<file path="config.mk">
export PLATFORM = sky130hd
export DESIGN_NAME = sm_serial_subtractor
export DESIGN_NICKNAME = d
export VERILOG_FILES = /design/src/rtl/sm_serial_subtractor.sv
export SDC_FILE = /design/constraint.sdc
export NUM_CORES = 1
export LEC_CHECK = 0
export ABC_AREA = 0
export BUFFER_PORTS_ARGS = -buffer_cell sky130_fd_sc_hd__clkbuf_2
export CAP_MARGIN = 20
export CORE_MARGIN = 10
export CORE_UTILIZATION = 51
export DETAILED_ROUTE_END_ITERATION = 12
export GPL_TIMING_DRIVEN = 0
export PLACE_DENSITY_LB_ADDON = 0.2
export SYNTH_ARGS = -nofsm -noshare
export SYNTH_HDL_FRONTEND = slang
export SYNTH_SLANG_ARGS = --single-unit
</file>
<file path="constraint.sdc">
create_clock -name clk -period 1.6 [get_ports clk]
set_clock_uncertainty 0.1 [all_clocks]
set_input_delay 0.32 -clock clk [delete_from_list [all_inputs] [get_ports clk]]
set_output_delay 0.32 -clock clk [all_outputs]
set_load 0.01 [all_outputs]
</file>
<file path="src/rtl/sm_serial_subtractor.sv">
// Bit-serial sign-magnitude subtractor (diff = a - b), one magnitude bit per clock, LSB first.
// Magnitude subtraction that borrows is followed by a serial two's-complement fix-up pass.
module sm_serial_subtractor #(
  parameter int unsigned N = 4
) (
  input  logic         clk,
  input  logic         rst_n,
  input  logic         in_valid,
  output logic         in_ready,
  input  logic [N:0]   a,
  input  logic [N:0]   b,
  output logic         out_valid,
  input  logic         out_ready,
  output logic [N:0]   diff,
  output logic         overflow
);

  localparam int unsigned CW = (N > 1) ? $clog2(N) : 1;

  typedef enum logic [1:0] {S_IDLE, S_CALC, S_FIX, S_DONE} state_t;

  state_t          r_state;
  logic [CW-1:0]   r_cnt;
  logic            r_c;
  logic [N-1:0]    r_ma;
  logic [N-1:0]    r_mb;
  logic [N-1:0]    r_res;
  logic            r_sa;
  logic            r_sb;
  logic            r_sub;
  logic            r_out_valid;
  logic [N:0]      r_diff;
  logic            r_ovf;

  logic            w_abit;
  logic            w_bbit;
  logic            w_bit_calc;
  logic            w_c_calc;
  logic            w_bit_fix;
  logic            w_c_fix;
  logic            w_last;
  logic [N-1:0]    w_mag_calc;
  logic [N-1:0]    w_mag_fix;
  logic [N-1:0]    w_fin_mag;
  logic            w_fin_sign;
  logic            w_fin_ovf;

  // Serial add/subtract cell and serial negation cell
  always_comb begin
    w_abit     = r_ma[0];
    w_bbit     = r_mb[0];
    w_bit_calc = w_abit ^ w_bbit ^ r_c;
    if (r_sub)
      w_c_calc = (~w_abit & w_bbit) | (~(w_abit ^ w_bbit) & r_c);
    else
      w_c_calc = (w_abit & w_bbit) | (w_abit & r_c) | (w_bbit & r_c);
    w_bit_fix  = ~r_res[0] ^ r_c;
    w_c_fix    = ~r_res[0] & r_c;
    w_mag_calc = {w_bit_calc, r_res[N-1:1]};
    w_mag_fix  = {w_bit_fix, r_res[N-1:1]};
    w_last     = (r_cnt == CW'(N - 1));
    w_fin_mag  = (r_state == S_FIX) ? w_mag_fix : w_mag_calc;
    w_fin_sign = ((r_state == S_FIX) ? r_sb : r_sa) & (|w_fin_mag);
    w_fin_ovf  = (r_state == S_CALC) & ~r_sub & w_c_calc;
  end

  always_ff @(posedge clk or negedge rst_n) begin
    if (!rst_n) begin
      r_state     <= S_IDLE;
      r_cnt       <= '0;
      r_c         <= 1'b0;
      r_ma        <= '0;
      r_mb        <= '0;
      r_res       <= '0;
      r_sa        <= 1'b0;
      r_sb        <= 1'b0;
      r_sub       <= 1'b0;
      r_out_valid <= 1'b0;
      r_diff      <= '0;
      r_ovf       <= 1'b0;
    end else begin
      case (r_state)
        S_IDLE: begin
          if (in_valid) begin
            r_ma    <= a[N-1:0];
            r_mb    <= b[N-1:0];
            r_sa    <= a[N];
            r_sb    <= ~b[N];
            // Equal input signs mean the inverted subtrahend sign differs: magnitude subtract
            r_sub   <= (a[N] == b[N]);
            r_cnt   <= '0;
            r_c     <= 1'b0;
            r_state <= S_CALC;
          end
        end
        S_CALC: begin
          r_ma  <= r_ma >> 1;
          r_mb  <= r_mb >> 1;
          r_res <= w_mag_calc;
          r_c   <= w_c_calc;
          r_cnt <= r_cnt + CW'(1);
          if (w_last) begin
            if (r_sub && w_c_calc) begin
              r_state <= S_FIX;
              r_cnt   <= '0;
              r_c     <= 1'b1;
            end else begin
              r_diff      <= {w_fin_sign, w_fin_mag};
              r_ovf       <= w_fin_ovf;
              r_out_valid <= 1'b1;
              r_state     <= S_DONE;
            end
          end
        end
        S_FIX: begin
          r_res <= w_mag_fix;
          r_c   <= w_c_fix;
          r_cnt <= r_cnt + CW'(1);
          if (w_last) begin
            r_diff      <= {w_fin_sign, w_fin_mag};
            r_ovf       <= 1'b0;
            r_out_valid <= 1'b1;
            r_state     <= S_DONE;
          end
        end
        S_DONE: begin
          if (out_ready) begin
            r_out_valid <= 1'b0;
            r_state     <= S_IDLE;
          end
        end
        default: r_state <= S_IDLE;
      endcase
    end
  end

  assign in_ready  = (r_state == S_IDLE);
  assign out_valid = r_out_valid;
  assign diff      = r_diff;
  assign overflow  = r_ovf;

endmodule

</file>
==> reports/results.tsv <==
metric	value	unit
status	complete, but fails checks	
failing checks	setup timing	
Syn Nets	161	
Total GRT Usage	14.8	%
CP max-delay cell	dfrtp_1	
Largest stage delay, worst path	0.45	ns
Area after DPL	1710	um2
Core Box Area	2830	um2
HPWL Detailed	2560	um
Final setup violation count	19	
full die area	5620	um2
Finished Cell Area	2150	um2
routed via count	1270	
Tmin final	1.75	ns
VDD IR max	1.26	mV
required time worst endpoint	1.75	ns
largest net degree at the start of global routing	28	
Mapped Avg Cell Area	11.0	um2
commonest non-fill, non-tap cell in the layout	dfrtp_1	
critical path's top delay family	compound AO/OA/AOI/OAI gates	
TritonRoute pass-1 iters	4	
layout cells sized above 1	51.1	%
synth warn	0	
IO Port Bufs	20	
FP Rows	19	
critical path depth	4	
clk buf depth	2	
Netlist Area Pre-Place	1540	um2
TritonCTS clock tree	done	
Num CTS Buffers	3	
Distinct cells, synth	42	
1st-iter DRT viols	158	
R2R setup slack	-0.15	ns
clk root buf	clkbuf_4	
initial antenna violation count	0	
WL per Instance	19.8	um
Worst R2R Start	r_cnt[0]	
CP arrival	1.90	ns
actual slew at the worst max-slew pin	0.686	ns
Ports	22	
final setup margin	-0.148	ns
cells after synthesis	140	
RSZ-0062 raised after global routing	yes	
Peak Freq	572	MHz
ANT nets after route	0	
crit path cell chain	ha_1 -> o21ba_4 -> a211o_1 -> o32a_1	
Die Wd	75.0	um
most frequent cells in the layout	dfrtp_1 (25), clkbuf_2 (19), buf_4 (12)	
sequential element share of the synthesized area	43.8	%
Final Util	75.9	%
first-pass GRT wire length	6500	um
startpoint types	flop	
gp weighted congestion	0.803	
crit share post-route	109	%
P_leak	0.952	nW
Starting Density	54.5	%
CTS clk-pin slew, worst paths	0.16	ns
Pwr Density	2130	nW/um2
Sink Count	27	
Hold Vio Cnt, Final	0	
Worst Hold Depth	2	
number of H-tree levels	1	
final wirelength	4130	um
max-capacitance violation count	0	
Hold EP	r_sb	
# DRC	0	
min-delay worst type	input pin to flop	
CP Buf/Inv Count	0	
Crit Path Max Fanout	6	
Worst-Skew Late Latency	0.35	ns
nets	200	
number of global-route vias before repair	1280	
FF-to-FF End	r_state[0]	
vias per cell	6.08	
total grt overflow	0	
HP Start	b[4]	
Slew HR	54.3	%
Seq cells post-synth	27	
die height	75.0	um
Max Slew Vio Count	0	
synthesis-to-finish area growth	39.4	%
Crit. End Element	flop	
R2R cell count	4	
antenna cells	0	
WS Path Type	flop to flop	
report_power, final:
group	leakage (nW)	internal (W)	switching, W	total (W)
clock network	0.0139	0.0000960	0.000235	0.000331
logic	0.610	0.00163	0.00134	0.00297
registers	0.329	0.000976	0.000298	0.00127
total	0.952	0.00270	0.00188	0.00458
routing by layer:
metal  vias up  global-route usage [%]  wire, um
met2        44                    24.0      2040
met4         0                    4.62        75
li1        591                       -         -
met1       626                    19.6      1810
met3         9                    2.50       208
met5         -                       0         0
worst max-delay path by stage:
stage / from / end
2_1_floorplan: r_state[0] / r_state[0]
3_3_place_gp: r_state[0] / r_state[0]
3_5_place_dp: r_state[0] / r_c
4_1_cts: r_state[1] / r_state[0]
5_1_grt: r_state[1] / r_state[0]
6_report: r_cnt[0] / r_state[0]
state kept, by name (all words and copies together), names as in the netlist, 2 cells and up:
register	count
r_res	4
r_ma	4
r_cnt	2
r_state	2
diff	5
r_mb	4
cell type report:
class | count | area (um2)
Multi-Input combinational cell | 97 | 1020
Clock inverter | 1 | 7.51
Timing Repair Buffer | 37 | 285
Tap cell | 31 | 38.8
Buffer | 7 | 72.6
Fill cell | 193 | 681
Clock buffer | 3 | 22.5
Sequential cell | 27 | 678
Inverter | 6 | 27.5
through the flow:
| stage | setup TNS, ns | worst slack (ns) | instances | hold WS (ns) | power (W) |
|---|---|---|---|---|---|
| floorplan | -0.662 | -0.130 | 140 | -0.0756 | 0.00263 |
| global placement | -2.28 | -0.215 | 191 | 0.283 | 0.00300 |
| detailed placement | -3.10 | -0.269 | 191 | 0.287 | 0.00311 |
| CTS | -1.02 | -0.124 | 207 | 0.0764 | 0.00420 |
| global route | -2.36 | -0.180 | 209 | 0.0536 | 0.00486 |
| finish | -1.58 | -0.148 | 209 | 0.0629 | 0.00458 |
kinds of logic after synthesis:
kind of cell | share of synthesized area [%]
AOI/OAI and AO/OA | 20.1
and+or+nand+nor | 12.7
DFF | 43.8
buffers and inverters | 6.66
muxes | 9.82
adders and majority gates | 5.68
xor gates and xnor gates | 1.14
worst register-to-register path, stage by stage (launching register included):
cell     delay [ns]
dfrtp_1        0.45
ha_1           0.30
o21ba_4        0.20
a211o_1        0.26
o32a_1         0.36
cell usage after synthesis (all sizes together):
master,number,area share [%]
a21oi,6,1.9
xor2,2,1.1
o211ai,1,0.49
a311o,1,0.73
nor3b,1,0.49
mux2i,5,3.2
a31oi,2,0.81
a31o,1,1.1
a211o,1,0.57
a21o,1,0.49
nand3b,1,0.49
nor2b,4,1.6
a2111oi,2,1.1
nand3,4,1.3
clkbuf,3,0.73
o21ai,7,2.3
nor2,3,0.73
o41ai,1,0.57
o22ai,1,0.41
ha,7,5.7
and2,3,1.2
dfrtp,27,44
nand2b,6,2.9
a221o,6,3.9
nor3,1,0.32
o21ba,1,0.65
nand4b,1,0.57
nand2,7,1.7
a311oi,1,0.57
nor4b,1,0.57
a21boi,2,0.97
o32a,1,0.65
nor4,2,0.81
mux2,9,6.6
buf,7,4.5
inv,6,1.5
a22o,5,2.8
repair_timing:
action	CTS	global route
gates cloned	0	1
hold buffers	1	0
endpoints found under the setup margin	24	20
setup buffers	14	1
resized for setup	36	18
endpoints found under the hold margin	27	0
pin swaps	13	8
(Power assumes the default switching activity.)
